[src/rtl/bmb_mem_pkg.sv]
// Shared types, default widths and FSM encodings for the BMB-to-memory arbiter.
package bmb_mem_pkg;

    localparam int DefNumReq      = 2;
    localparam int DefAddrSize    = 32;
    localparam int DefDataSize    = 64;
    localparam int DefPayloadBits = 2;

    typedef logic [DefAddrSize-1:0]   addr_t;
    typedef logic [DefDataSize-1:0]   data_t;
    typedef logic [DefDataSize/8-1:0] strb_t;

    typedef struct packed {
        addr_t                     address;
        logic [DefPayloadBits-1:0] size;
        logic                      wr;
        data_t                     data;
        strb_t                     mask;
        logic                      last;
    } bmb_cmd_t;

    typedef logic [$clog2(DefNumReq)-1:0] req_idx_t;

    localparam logic [0:0] ST_IDLE   = 1'b0;
    localparam logic [0:0] ST_LOCKED = 1'b1;

    // Round-robin successor of idx among n requesters.
    function automatic int wrap_inc(input int idx, input int n);
        return (idx + 1 >= n) ? 0 : idx + 1;
    endfunction

endpackage

[src/rtl/bmb_mem_arbiter_rr_arbiter.sv]
// Combinational round-robin selector with lock override.
module rr_arbiter #(
    parameter int NumReq = 2,
    parameter int IdxW   = $clog2(NumReq)
) (
    input  logic [NumReq-1:0] req,
    input  logic [IdxW-1:0]   rr_ptr,
    input  logic              lock,
    input  logic [IdxW-1:0]   owner,
    output logic [NumReq-1:0] sel_oh,
    output logic [IdxW-1:0]   sel_idx
);

    always_comb begin
        logic found;
        int   idx;
        found   = 1'b0;
        idx     = 0;
        sel_idx = rr_ptr;
        if (lock) begin
            sel_idx = owner;
        end else begin
            for (int k = 0; k < NumReq; k++) begin
                idx = (int'(rr_ptr) + k) % NumReq;
                if (!found && req[idx]) begin
                    found   = 1'b1;
                    sel_idx = IdxW'(idx);
                end
            end
        end
        sel_oh          = '0;
        sel_oh[sel_idx] = 1'b1;
    end

endmodule

[src/rtl/bmb_mem_arbiter.sv]
// Round-robin arbiter sharing one single-port memory between NumReq BMB requesters.
//   state  | meaning
//   IDLE   | free; next grant chosen round-robin from rr_ptr
//   LOCKED | owner is mid multi-beat command; everyone else stalls
module bmb_mem_arbiter
    import bmb_mem_pkg::*;
#(
    parameter int NumReq      = DefNumReq,
    parameter int AddrSize    = DefAddrSize,
    parameter int DataSize    = DefDataSize,
    parameter int PayloadBits = DefPayloadBits
) (
    input  logic                                clk_i,
    input  logic                                rst_ni,
    input  logic [NumReq-1:0]                   bmb_cmd_valid,
    output logic [NumReq-1:0]                   bmb_cmd_ready,
    input  logic [NumReq-1:0][AddrSize-1:0]     bmb_cmd_payload_address,
    input  logic [NumReq-1:0][PayloadBits-1:0]  bmb_cmd_payload_size,
    input  logic [NumReq-1:0]                   bmb_cmd_payload_wr,
    input  logic [NumReq-1:0][DataSize-1:0]     bmb_cmd_payload_data,
    input  logic [NumReq-1:0][DataSize/8-1:0]   bmb_cmd_payload_mask,
    input  logic [NumReq-1:0]                   bmb_cmd_payload_last,
    output logic [NumReq-1:0]                   bmb_rsp_valid,
    output logic [DataSize-1:0]                 bmb_rsp_payload_data,
    output logic [NumReq-1:0]                   bmb_rsp_payload_last,
    output logic [NumReq-1:0]                   bmb_rsp_payload_error,
    output logic                                mem_req,
    input  logic                                mem_gnt,
    output logic [AddrSize-1:0]                 mem_addr,
    output logic [DataSize-1:0]                 mem_wdata,
    output logic [DataSize/8-1:0]               mem_strb,
    output logic                                mem_we,
    input  logic [DataSize-1:0]                 mem_rdata
);

    localparam int IdxW = $clog2(NumReq);

    logic [0:0]        state_q;
    logic [IdxW-1:0]   owner_q;
    logic [IdxW-1:0]   rr_ptr_q;
    logic              rsp_pend_q;
    logic [IdxW-1:0]   rsp_owner_q;

    logic [NumReq-1:0] sel_oh;
    logic [IdxW-1:0]   sel_idx;
    logic              accept;
    logic              sel_last;
    logic              unused_size;

    // The memory has no size field; transfers are always full-width beats.
    assign unused_size = ^bmb_cmd_payload_size;

    rr_arbiter #(
        .NumReq (NumReq),
        .IdxW   (IdxW)
    ) u_rr_arbiter (
        .req     (bmb_cmd_valid),
        .rr_ptr  (rr_ptr_q),
        .lock    (state_q == ST_LOCKED),
        .owner   (owner_q),
        .sel_oh  (sel_oh),
        .sel_idx (sel_idx)
    );

    assign mem_req       = |(bmb_cmd_valid & sel_oh);
    assign accept        = mem_req & mem_gnt;
    assign bmb_cmd_ready = accept ? sel_oh : '0;

    assign mem_addr  = bmb_cmd_payload_address[sel_idx];
    assign mem_wdata = bmb_cmd_payload_data[sel_idx];
    assign mem_strb  = bmb_cmd_payload_mask[sel_idx];
    assign mem_we    = bmb_cmd_payload_wr[sel_idx];
    assign sel_last  = bmb_cmd_payload_last[sel_idx];

    always_ff @(posedge clk_i or negedge rst_ni) begin
        if (!rst_ni) begin
            state_q     <= ST_IDLE;
            owner_q     <= '0;
            rr_ptr_q    <= '0;
            rsp_pend_q  <= 1'b0;
            rsp_owner_q <= '0;
        end else begin
            rsp_pend_q <= accept & ~mem_we;
            if (accept && !mem_we) begin
                rsp_owner_q <= sel_idx;
            end
            if (accept) begin
                if (sel_last) begin
                    state_q  <= ST_IDLE;
                    rr_ptr_q <= IdxW'(wrap_inc(int'(sel_idx), NumReq));
                end else begin
                    state_q <= ST_LOCKED;
                    owner_q <= sel_idx;
                end
            end
        end
    end

    always_comb begin
        bmb_rsp_valid = '0;
        for (int i = 0; i < NumReq; i++) begin
            bmb_rsp_valid[i] = rsp_pend_q && (rsp_owner_q == IdxW'(i));
        end
    end

    assign bmb_rsp_payload_data  = mem_rdata;
    assign bmb_rsp_payload_last  = '1;
    assign bmb_rsp_payload_error = '0;

endmodule

[config.mk]
export PLATFORM = sky130hd
export DESIGN_NAME = bmb_mem_arbiter
export DESIGN_NICKNAME = d
export VERILOG_FILES = /design/src/rtl/bmb_mem_pkg.sv /design/src/rtl/bmb_mem_arbiter_rr_arbiter.sv /design/src/rtl/bmb_mem_arbiter.sv
export SDC_FILE = /design/constraint.sdc
export NUM_CORES = 1
export LEC_CHECK = 0
export BUFFER_PORTS_ARGS = -buffer_cell sky130_fd_sc_hd__buf_4
export CORE_AREA = 8 8 173 175
export CTS_BUF_LIST = sky130_fd_sc_hd__clkbuf_4
export DETAILED_ROUTE_END_ITERATION = 7
export DIE_AREA = 0 0 181 183
export GPL_ROUTABILITY_DRIVEN = 0
export PLACE_DENSITY = 0.48
export SLEW_MARGIN = 20
export SYNTH_ARGS = -nofsm -noshare
export SYNTH_HDL_FRONTEND = slang
export SYNTH_SLANG_ARGS = --single-unit
[constraint.sdc]
create_clock -name clk_i -period 1.9 [get_ports clk_i]
set_input_delay 0.19 -clock clk_i [delete_from_list [all_inputs] [get_ports clk_i]]
set_output_delay 0.19 -clock clk_i [all_outputs]
set_load 0.01 [all_outputs]
After elaboration in Yosys (flattened, before gate mapping)
Cells that the tools add are included.
{ "op_classes": {"addsub": 2, "magnitude_cmp": 5, "mux": 24, "bitwise": 7, "reduce_logical": 10} }
{ "op_table": {"columns": ["op", "count"], "rows": [
  ["2-to-1 mux 64 bit", 2],
  ["2-to-1 mux 32 bit", 2],
  ["2-to-1 mux 1 bit", 16],
  ["2-to-1 mux 8 bit", 2],
  ["logical AND 1 bit", 5],
  ["< comparator 1 x 2 -> 1 bit (second input constant)", 2],
  ["AND reduction 2 bit", 2],
  ["< comparator 2 x 3 -> 1 bit (second input constant)", 1],
  ["NOT 1 bit", 3],
  ["adder 1 x 1 -> 2 bit (second input constant)", 1],
  ["bitwise AND 1 bit", 2],
  ["bitwise AND 2 bit", 1],
  ["greater-or-equal comparator 2 bit (second input constant)", 1],
  ["logical NOT 1 bit", 2],
  ["2-to-1 mux 2 bit", 1],
  ["OR reduction 2 bit", 1],
  ["adder 1 bit (second input constant)", 1],
  ["bitwise AND 1 bit (first input constant)", 1],
  ["demux 1 bit (select 1 bit)", 1],
  ["greater-or-equal comparator 1 bit (second input constant)", 1]
]} }
{ "totals": {"reg_bits": 5, "in_bits": 285, "elab_cells": 53} }

Depth between registers and ports, before layout
Gate-level depths: netlist (run 1).
{ "depth": {"word_depth": 16, "depth_mapped": 7, "depth_no_buf": 4} }

Hierarchy
From an unflattened synthesis (run 1), not the netlist that was laid out.
{ "hier_totals": {"hier_cells": 221, "area_unflattened_um2": 2152.1} }
{ "modules_own_cells": {"columns": ["module", "instances", "cells_each", "area_per_inst_um2", "seq_area_each_um2"], "rows": [
  ["bmb_mem_arbiter", 1, 215, 2113.3, 125.1],
  ["rr_arbiter", 1, 6, 38.8, 0.0]
]} }

Worst setup path before layout (run 1)
Ideal clock, no wire load.
{ "synth_timing": {"path_kind": "register -> output", "start": "reg rr_ptr_q", "end": "out mem_wdata[10]", "arrival_time_ps": 1634, "slack_ps": 76, "path_stages_with_launch": 8, "n_path_buf": 3, "path_cell_list": "dfrtp_1 nor2b_2 o211ai_2 and2_1 buf_6 buf_6 buf_6 mux2_4"} }
{ "synth_between": {"elab_chain_len": 10, "word_cells_on_any_way": 14} }
{ "synth_lines": {"columns": ["item", "line", "text"], "rows": [
  ["from (decl)", "bmb_mem_arbiter.sv:40", "logic [IdxW-1:0] rr_ptr_q;"],
  ["from (signal assigned)", "bmb_mem_arbiter.sv:90", "rr_ptr_q <= IdxW'(wrap_inc(int'(sel_idx), NumReq));"],
  ["2-to-1 mux 1 bit (not written as such) (2 in series)", "bmb_mem_arbiter_rr_arbiter.sv:25", "if (!found && req[idx]) begin"],
  ["2-to-1 mux 1 bit", "bmb_mem_arbiter_rr_arbiter.sv:25", null],
  ["2-to-1 mux 1 bit", "bmb_mem_arbiter_rr_arbiter.sv:20", "if (lock) begin"],
  ["logical NOT 1 bit", "bmb_mem_arbiter_rr_arbiter.sv:25", null],
  ["logical AND 1 bit", "bmb_mem_arbiter_rr_arbiter.sv:25", null],
  ["2-to-1 mux 1 bit *", "bmb_mem_arbiter_rr_arbiter.sv:25", null],
  ["2-to-1 mux 1 bit *", "bmb_mem_arbiter_rr_arbiter.sv:20", null],
  ["2-to-1 mux 64 bit (not written as such) * (2 in series)", "bmb_mem_arbiter.sv:70", "assign mem_wdata = bmb_cmd_payload_data[sel_idx];"],
  ["to (decl)", "bmb_mem_arbiter.sv:30", "output logic [DataSize-1:0] mem_wdata,"]
]} }
Mark *: on every way between the ends. The rest lies on a longest branch, timed or not. The select of a mux whose other input is x is not followed.

Worst setup path in the final report (run 1)
Same ends and word-level chain as after synthesis.

==> summary.txt, run 1 <==
Outcome
  • Status: finished with violations
  • Failing checks: negative setup slack

Pwr
  • Logic gate share of total power: 96.0%
  • Lkg Pwr: 3.01 nW
  • Total net switching power: 2.89 mW
  • Power Dens Cells: 1410 nW/um^2
  • Peak VDD IR: 0.000473 V
  • Internal Power: 5.19 mW
  • Switching share of power: 35.8%
  • Clk pwr share: 1.6%
  • Total power: 8.08 mW
  • Sequential fraction of design power: 2.4%

Floorplanning
  • Rows: 61
  • Core area: 27300 sq um
  • DIE AREA: 33100 sq um
  • IO Pins: 463
  • Die Height: 183 microns
  • Die W: 181 microns
  • Starting Density: 8.23%

Placed design
  • IO Port Bufs: 326
  • Setup WS pre-CTS: -83.5 ps
  • Post-DP HPWL: 11900 microns
  • Number of instances in the placed design: 850

Global route
  • Largest net degree at the start of global routing: 15
  • GRT overflow: 0
  • Gr usage total: 7.57%
  • Antenna violations before repair: 0
  • Vias in the first global route: 3061
  • Global-route wire length before repair: 19700 microns

Routing
  • WL met3: 1410 microns
  • First-pass DRT Iterations: 4
  • Met2 Wirelength: 6860 microns
  • Avg WL per Cell: 16.2 microns
  • Final WL: 14100 microns
  • Final ANT Viol Nets: 0
  • Met1 wire length: 5680 microns
  • Vias: 2833
  • Max layer used: met4
  • Post-DR vias/cell: 3.25
  • DR DRC count: 0
  • First DRT Iteration DRCs: 46

Synthesis
  • Synth Cell Area: 2250 sq um
  • Top FF cell, synth: dfrtp_1
  • EDFF count, synth: 0
  • Post-Synthesis Cells: 226
  • Yosys warns: 0
  • Fraction of registers with async set/reset: 100%
  • Count of cell types in the netlist: 27
  • Syn Area/Cell: 9.95 sq um
  • Sequential element share of the synthesized area: 5.56%
  • Flop and latch count out of synthesis: 5

Timing
  • Final number of setup-violating endpoints: 106
  • Tmin final: 2150 ps
  • Pins Over Slew Limit: 0
  • Final worst-path cycle share: 113%
  • Maximum clock rate: 466 MHz
  • Hold Slack: 151 ps
  • Worst Clk Skew: 0.567 ps
  • RSZ-0062 raised after global routing: yes
  • Hold Fails Final Rpt: 0
  • Final worst setup slack: -248 ps

Clock tree
  • TritonCTS clock tree: done
  • Skew-Pair Late Insertion Delay: 230 ps
  • Clock Sinks: 5
  • Worst-path clk slew: 40 ps
  • Root buffer cell: clkbuf_4
  • Total CTS buffers: 3
  • H-tree levels: 1
  • Clock Path Buffers: 2

Critical path
  • Setup slack, reg-to-reg: 140 ps
  • CP max FO: 8
  • Setup crit start: rr_ptr_q$_DFFE_PN0P_
  • FF-to-FF End: rsp_pend_q$_DFF_PN0_
  • CP endpoint: mem_wdata[10]
  • Type of element launching the critical path: flip-flop
  • Reg2reg start: rr_ptr_q$_DFFE_PN0P_
  • Kind of critical path: flip-flop to output port
  • Setup crit end kind: output port
  • Data required, critical path: 1710 ps
  • CP arrival: 1960 ps
  • Cells on worst reg2reg path: 9

Cells and area
  • Most frequent cells in the layout: 262 x buf_4, 94 x mux2_4, 89 x buf_6, 13 x buf_8, 9 x mux2_1
  • Final nets: 812
  • Commonest non-fill, non-tap cell in the layout: buf_4
  • # diodes: 0
  • Layout Utilization: 21.0%
  • Synth-to-layout area growth: 155%
  • Layout Cells excl Fill: 872
  • Share of layout cells above drive strength 1: 90.9%

Worst hold path
  • Hold/Removal Path Class: primary input to flip-flop

Run
  • MaxCap Viol Count: 0
==> kinds of logic after synthesis <==
kind of cell / after synthesis / synth area share, %
buf+inv: 85 / 27.6
mux: 105 / 57.3
flops: 5 / 5.56
compound gates: 16 / 5.95
other cells: 2 / 0.334
simple gates: 13 / 3.28
==> layout make-up <==
class                   instances  area, sq um
fillers                      2991        21600
flip-flops and latches          5          125
inverters                       5         18.8
multi-input cells             138         1770
clock buffers                   4         30.0
well taps                     346          433
repair buffers                374         3370
==> power groups by stage <==
stage | registers [mW] | logic, mW | clock network (mW)
floorplan | 0.194 | 3.00 | 0
global placement | 0.195 | 5.67 | 0
detailed placement | 0.195 | 5.66 | 0
CTS | 0.194 | 7.62 | 0.137
global route | 0.205 | 8.18 | 0.143
finish | 0.194 | 7.76 | 0.130
==> per-stage QoR <==
| stage | setup TNS, ps | cell area, sq um |
|---|---|---|
| 2_1_floorplan | 0 | 2260 |
| 3_3_place_gp | -683 | 4820 |
| 3_5_place_dp | -792 | 4820 |
| 4_1_cts | -23820 | 5660 |
| 5_1_grt | -29280 | 5740 |
| 6_report | -19420 | 5740 |
==> sequential cells by signal (all words and copies together) (netlist names) <==
signal       cells
rsp_owner_q      1
owner_q          1
state_q          1
rsp_pend_q       1
rr_ptr_q         1
==> worst max-delay path, stage by stage (launching register included) <==
cell	delay, ps
dfrtp_1	390
nor2b_4	140
o211ai_2	150
and2_4	200
buf_12	150
buf_12	160
buf_8	120
mux2_4	290
buf_6	120
==> Yosys cell counts, drive strengths merged, types with 2 or more instances <==
master	count	area (sq um)
buf	80	602
nor2b	3	21.3
nand2b	2	12.5
conb	2	7.51
mux2	105	1290
a21o	2	15.0
o221ai	2	17.5
a211o	2	17.5
and2	3	18.8
inv	5	18.8
nand2	4	15.0
a21boi	2	15.0
dfrtp	5	125
==> what timing repair did <==
action | 4_1_cts | 5_1_grt
buffers inserted | 11 | 5
resized for setup | 175 | 17
cloned | 2 | 1
hold buffers | 1 | 0
endpoints found under the hold margin | 5 | 0
endpoints found under the setup margin | 106 | 107
pin swaps | 3 | 2
==> worst min-delay path by stage <==
stage	start	to	slack, ps	depth (start not counted)
final	bmb_cmd_payload_wr[0]	rsp_pend_q$_DFF_PN0_	150	2
after CTS	bmb_cmd_payload_wr[0]	rsp_pend_q$_DFF_PN0_	160	2
after detailed placement	rst_ni	rr_ptr_q$_DFFE_PN0P_	-2	1
after global placement	rst_ni	rr_ptr_q$_DFFE_PN0P_	-4	1
after floorplan	rst_ni	owner_q$_DFFE_PN0P_	-110	0
after global routing	bmb_cmd_payload_wr[0]	rsp_pend_q$_DFF_PN0_	150	2
==> metal layers <==
metal  up-vias  GRT usage (%)
li1       1327              -
met1      1318           9.29
met2       162           12.5
met3        26           3.05
met4         0           1.34
met5         -              0
(Power assumes the default switching activity.)
==> run 2: changes to the inputs <==
==> constraint.sdc (replaced) <==
create_clock -name clk_i -period 1.9 [get_ports clk_i]
set_input_delay 0.19 -clock clk_i [delete_from_list [all_inputs] [get_ports clk_i]]
set_output_delay 0.19 -clock clk_i [all_outputs]
set_load 0.1 [all_outputs]
==> run 2 against run 1 <==
Compared with the run above:
- wire length increased by 0.56%
- hold slack improved by 3.2 ps
- critical path type unchanged
- the flow still finishes with violations (negative setup slack)
- count of clock-buffer cells in the layout unchanged
- via count is 3.4% lower
- sequential cell count unchanged
- first-iteration DRC count down 6.5%
- design area is 7.9% higher
- highest routed layer unchanged
- register-to-register slack gained 250 ps
- non-clock buffer count is 8 lower
- largest cell class unchanged
- cell count is 0.92% lower
- fmax is 4.2% lower
==> summary.txt, run 2 (same netlist as run 1, synthesis figures left out) <==
Critical path
  • Data required, critical path: 1710 ps (about the same)
  • FF-to-FF End: rsp_pend_q$_DFF_PN0_
  • CP max FO: 17 (+9)
  • Cells on worst reg2reg path: 7 (-2)
  • Type of element launching the critical path: flip-flop
  • Setup slack, reg-to-reg: 390 ps (+250 ps)
  • Kind of critical path: flip-flop to output port
  • Reg2reg start: rr_ptr_q$_DFFE_PN0P_
  • CP arrival: 2050 ps (+90 ps)
  • Setup crit end kind: output port

Routing
  • Avg WL per Cell: 16.5 microns (+1.5%)
  • First-pass DRT Iterations: 4 (unchanged)
  • Post-DR vias/cell: 3.17 (-2.5%)
  • First DRT Iteration DRCs: 43 (-6.5%)
  • Vias: 2736 (-3.4%)
  • Final WL: 14200 microns (+0.56%)
  • Final ANT Viol Nets: 0 (unchanged)
  • DR DRC count: 0 (unchanged)

Timing
  • Hold Fails Final Rpt: 0 (unchanged)
  • Final worst setup slack: -342 ps (-93.8 ps)
  • Worst Clk Skew: 3.17 ps (+2.60 ps)
  • Pins Over Slew Limit: 0 (unchanged)
  • Tmin final: 2240 ps (+93.8 ps)
  • RSZ-0062 raised after global routing: yes
  • Final worst-path cycle share: 118% (+4.9 points)
  • Maximum clock rate: 446 MHz (-4.2%)
  • Final number of setup-violating endpoints: 106 (unchanged)

Floorplanning
  • Die W: 181 microns (unchanged)
  • Starting Density: 8.23% (unchanged)
  • DIE AREA: 33100 sq um (unchanged)
  • Rows: 61 (unchanged)
  • Core area: 27300 sq um (unchanged)
  • IO Pins: 463 (unchanged)
  • Die Height: 183 microns (unchanged)

Placed design
  • Setup WS pre-CTS: -130 ps (-46.7 ps)
  • Post-DP HPWL: 11900 microns (+0.75%)
  • IO Port Bufs: 326 (unchanged)
  • Area post-placement: 4880 sq um (+1.2%)

Worst hold path
  • WHS Endpoint: rsp_pend_q$_DFF_PN0_
  • Hold/Removal Path Class: primary input to flip-flop
  • Hold_sp: bmb_cmd_payload_wr[0]
  • Hold path depth: 2 (unchanged)

Cells and area
  • Filler Cell Count: 2927 (-2.1%)
  • # diodes: 0 (unchanged)
  • Most frequent cells in the layout: 240 x buf_4, 70 x mux2_4, 70 x buf_12, 42 x buf_6, 35 x mux2_2
  • Register area: 125 sq um (unchanged)
  • Fin area: 6200 sq um (+7.9%)
  • Share of layout cells above drive strength 1: 92.7% (+1.8 points)
  • Synth-to-layout area growth: 176%
  • Final nets: 804 (-0.99%)
  • Multi-input gate area: 1690 sq um (-4.8%)
  • Commonest non-fill, non-tap cell in the layout: buf_4
  • Layout Utilization: 22.7% (+1.7 points)

Run
  • MaxCap Viol Count: 0 (unchanged)

Clock tree
  • Root buffer cell: clkbuf_4
  • TritonCTS clock tree: done
  • Clock Sinks: 5 (unchanged)
  • Worst-path clk slew: 40 ps (about the same)
  • Total CTS buffers: 3 (unchanged)
  • H-tree levels: 1 (unchanged)
  • Skew-Pair Late Insertion Delay: 240 ps (about the same)
  • Clock Path Buffers: 2 (unchanged)

Global route
  • Vias in the first global route: 3063 (+0.065%)
  • Antenna violations before repair: 0 (unchanged)
  • GRT overflow: 0 (unchanged)
  • Global-route wire length before repair: 19200 microns (-2.5%)
  • Largest net degree at the start of global routing: 18 (+3)
  • Gr usage total: 7.38% (-0.19 points)

Outcome
  • Failing checks: negative setup slack
  • Status: finished with violations
==> run 2: cell types whose count changed in the layout (fill, tap and decap cells not counted), moves of 2 or more <==
cell / previous run / this run
buf_12: 7 / 70
buf_4: 262 / 240
buf_6: 89 / 42
buf_8: 13 / 11
mux2_1: 9 / 0
mux2_2: 2 / 35
mux2_4: 94 / 70
==> run 2: metal layers <==
layer	vias to the layer above	part of all wire, %	GRT usage [%]
met5	-	0	0
met4	0	0.84	0.820
met3	18	9.4	3.36
met2	165	52	13.0
met1	1240	37	8.35
li1	1313	-	-
==> run 2: timing repair <==
item                                   in CTS  in global routing
hold buffers                                1                  0
cloned                                      2                  1
setup endpoints to repair                 106                106
gates resized for setup                   238                 41
pin swaps                                   1                  1
endpoints found under the hold margin       5                  0
setup buffers                              11                  1
==> run 2: worst max-delay path by stage <==
| stage | end | depth (start not counted) | from | slack (ps) |
|---|---|---|---|---|
| detailed placement | mem_wdata[52] | 7 | rr_ptr_q$_DFFE_PN0P_ | -130 |
| CTS | mem_wdata[36] | 7 | rr_ptr_q$_DFFE_PN0P_ | -350 |
| global placement | mem_wdata[56] | 7 | rr_ptr_q$_DFFE_PN0P_ | -110 |
| global route | mem_wdata[36] | 7 | rr_ptr_q$_DFFE_PN0P_ | -410 |
| floorplan | mem_addr[13] | 6 | rr_ptr_q$_DFFE_PN0P_ | -100 |
| finish | mem_wdata[36] | 7 | rr_ptr_q$_DFFE_PN0P_ | -340 |
==> run 2: through the flow <==
step           setup TNS [ps]  instances  hold slack (ps)
5_1_grt                -34310        864              151
2_1_floorplan           -5320        228             -106
3_3_place_gp            -6340        846            0.517
6_report               -27030        864              154
3_5_place_dp            -7460        846             1.44
4_1_cts                -30850        864              153
==> run 2: cell type report <==
| class | instances | share of cell area (%) |
|---|---|---|
| clock buffers | 4 | 0.485 |
| repair buffers | 366 | 63.0 |
| well taps | 346 | 6.99 |
| multi-input cells | 138 | 27.2 |
| inverters | 5 | 0.303 |
| flip-flops and latches | 5 | 2.02 |
==> run 2: critical path, cell delays in order (launching register included) <==
cell and delay, ps:
dfrtp_1 380, nor2b_4 130, o211ai_2 170, and2_4 220, buf_12 170, buf_12 170
mux2_2 360, buf_6 190
Power of run 2 is left out: the tool's default activity adds up to more than one toggle a clock period on the data nets, which glitch-free logic cannot reach.
==> run 3: changes to the inputs <==
==> constraint.sdc (replaced) <==
create_clock -name clk_i -period 1.9 [get_ports clk_i]
set_input_delay 0.19 -clock clk_i [delete_from_list [all_inputs] [get_ports clk_i]]
set_output_delay 0.19 -clock clk_i [all_outputs]
set_load 0.05 [all_outputs]
==> run 3 against run 2 <==
Compared with the run above:
- the flow still finishes with violations (negative setup slack)
- sequential share of layout area grew 0.12 points
- die area is the same
- hold slack lost 6.3 ps
- worst setup slack gained 54 ps
- clock skew grew 2.0 ps
- fmax grew 2.5%
- first-iteration DRC count grew 14%
- global-route usage grew 0.55 points
- critical path depth is the same
- wire length grew 7.7%
- register-to-register slack lost 190 ps
- critical path type unchanged
- highest routed layer unchanged
==> summary.txt, run 3 (same netlist as run 1, synthesis figures left out) <==
Cells and area
  • Share of layout cells above drive strength 1: 92.5% (-0.18 points)
  • Final nets: 805 (+0.12%)
  • Register area: 125 sq um (unchanged)
  • Filler Cell Count: 2978 (+1.7%)
  • # diodes: 0 (unchanged)
  • Multi-input gate area: 1730 sq um (+2.8%)
  • Layout Utilization: 21.4% (-1.2 points)
  • Most frequent cells in the layout: 248 x buf_4, 84 x mux2_4, 65 x buf_6, 37 x buf_8, 21 x mux2_2
  • Synth-to-layout area growth: 161%
  • Commonest non-fill, non-tap cell in the layout: buf_4

Critical path
  • Data required, critical path: 1710 ps (about the same)
  • Setup crit start: rr_ptr_q$_DFFE_PN0P_
  • Reg2reg start: rr_ptr_q$_DFFE_PN0P_
  • Kind of critical path: flip-flop to output port
  • Type of element launching the critical path: flip-flop
  • CP max FO: 19 (+2)
  • CP arrival: 2000 ps (-50 ps)
  • Setup crit end kind: output port

Floorplanning
  • Die Height: 183 microns (unchanged)
  • DIE AREA: 33100 sq um (unchanged)
  • Core area: 27300 sq um (unchanged)
  • Rows: 61 (unchanged)
  • IO Pins: 463 (unchanged)
  • Starting Density: 8.23% (unchanged)
  • Die W: 181 microns (unchanged)

Run
  • MaxCap Viol Count: 0 (unchanged)

Timing
  • Worst Clk Skew: 5.21 ps (+2.04 ps)
  • Setup_tns: -22550 ps (+4480 ps)
  • Final number of setup-violating endpoints: 106 (unchanged)
  • Hold Slack: 148 ps (-6.33 ps)
  • Pins Over Slew Limit: 0 (unchanged)
  • Final worst-path cycle share: 115% (-2.9 points)
  • Hold Fails Final Rpt: 0 (unchanged)
  • Maximum clock rate: 457 MHz (+2.5%)
  • RSZ-0062 raised after global routing: yes
  • Final worst setup slack: -287 ps (+54.4 ps)
  • Tmin final: 2190 ps (-54.4 ps)

Clock tree
  • Clock Path Buffers: 2 (unchanged)
  • Clock Sinks: 5 (unchanged)
  • Root buffer cell: clkbuf_4
  • Skew-Pair Late Insertion Delay: 240 ps (about the same)
  • TritonCTS clock tree: done
  • Total CTS buffers: 3 (unchanged)
  • H-tree levels: 1 (unchanged)
  • Worst-path clk slew: 50 ps (about the same)

Pwr
  • Switching share of power: 51.5%
  • Sequential fraction of design power: 1.6%
  • Internal Power: 5.54 mW
  • Peak VDD IR: 0.000598 V
  • Power Dens Cells: 1950 nW/um^2
  • Total net switching power: 5.90 mW
  • Total power: 11.4 mW
  • Logic gate share of total power: 97.2%
  • Lkg Pwr: 3.01 nW
  • Clk pwr share: 1.2%

Routing
  • Final ANT Viol Nets: 0 (unchanged)
  • First DRT Iteration DRCs: 49 (+14%)
  • Final WL: 15300 microns (+7.7%)
  • Post-DR vias/cell: 3.26 (+2.8%)
  • DR DRC count: 0 (unchanged)
  • Avg WL per Cell: 17.7 microns (+7.6%)
  • Vias: 2817 (+3.0%)
  • First-pass DRT Iterations: 4 (unchanged)

Global route
  • Gr usage total: 7.93% (+0.55 points)
  • GR peak layer: met2
  • Vias in the first global route: 3017 (-1.5%)
  • Largest net degree at the start of global routing: 20 (+2)
  • GRT overflow: 0 (unchanged)
  • Met1 Use GR: 9.47% (+1.1 points)
  • Met2 Resource Use GR: 13.3% (+0.29 points)
  • Global-route wire length before repair: 20300 microns (+5.8%)
  • Met3 Use GR: 3.56% (+0.20 points)
  • Antenna violations before repair: 0 (unchanged)

Outcome
  • Status: finished with violations
  • Failing checks: negative setup slack

Placed design
  • Post-DP HPWL: 12600 microns (+5.6%)
  • IO Port Bufs: 326 (unchanged)
  • Setup WS pre-CTS: -103 ps (+26.9 ps)

Worst hold path
  • Hold/Removal Path Class: primary input to flip-flop
  • Hold_sp: bmb_cmd_payload_wr[0]
run 3: cell types whose count changed in the layout (fill, tap and decap cells not counted), moves of 3 or more:
cell | previous run | this run
buf_16 | 1 | 4
buf_8 | 11 | 37
buf_4 | 240 | 248
mux2_4 | 70 | 84
mux2_2 | 35 | 21
buf_12 | 70 | 10
buf_6 | 42 | 65
run 3: layout make-up:
type | instances | share of cell area (%)
repair buffers | 367 | 60.1
multi-input cells | 138 | 29.6
well taps | 346 | 7.39
flip-flops and latches | 5 | 2.14
clock buffers | 4 | 0.512
inverters | 5 | 0.320
run 3: final timing paths:
kind | end | slack (ps) | cells past startpoint
worst max-delay path | mem_addr[3] | -290 | 7
worst min-delay path | rsp_pend_q$_DFF_PN0_ | 150 | 2
worst max register to register | rsp_pend_q$_DFF_PN0_ | 200 | 9
worst min register to register | rsp_owner_q$_DFFE_PN0P_ | 550 | 1
max in group asynchronous | owner_q$_DFFE_PN0P_ | 1510 | 2
min in group asynchronous | rsp_pend_q$_DFF_PN0_ | 280 | 2
run 3: worst max-delay path: stages (launching register included):
cell and delay [ps]:
dfrtp_1 380, nor2b_4 140, o211ai_2 150, and2_4 200, buf_8 130, buf_12 180, mux2_2 400, buf_6 170
run 3: power groups by stage:
stage,registers (mW),logic (mW),clock network (mW)
floorplan,0.194,6.17,0
global placement,0.189,8.45,0
detailed placement,0.192,8.44,0
CTS,0.187,10.8,0.142
global route,0.195,11.5,0.152
finish,0.186,11.1,0.139
run 3: routing by layer:
metal	routed length, microns	part of all wire, %
met2	7390	48
met4	175	1.1
met1	6200	40
met3	1560	10
met5	0	0
run 3: what timing repair did:
action | 4_1_cts | 5_1_grt
pin swaps | 3 | 2
buffers inserted | 13 | 4
hold buffers | 1 | 0
gates resized for setup | 181 | 26
setup endpoints to repair | 106 | 106
endpoints found under the hold margin | 5 | 0
cloned | 4 | 2
run 3: metrics by stage:
step / cells / area, sq um
after floorplan: 228 / 2260
after global placement: 840 / 4750
after detailed placement: 840 / 4750
after CTS: 861 / 5700
after global routing: 865 / 5860
final: 865 / 5860
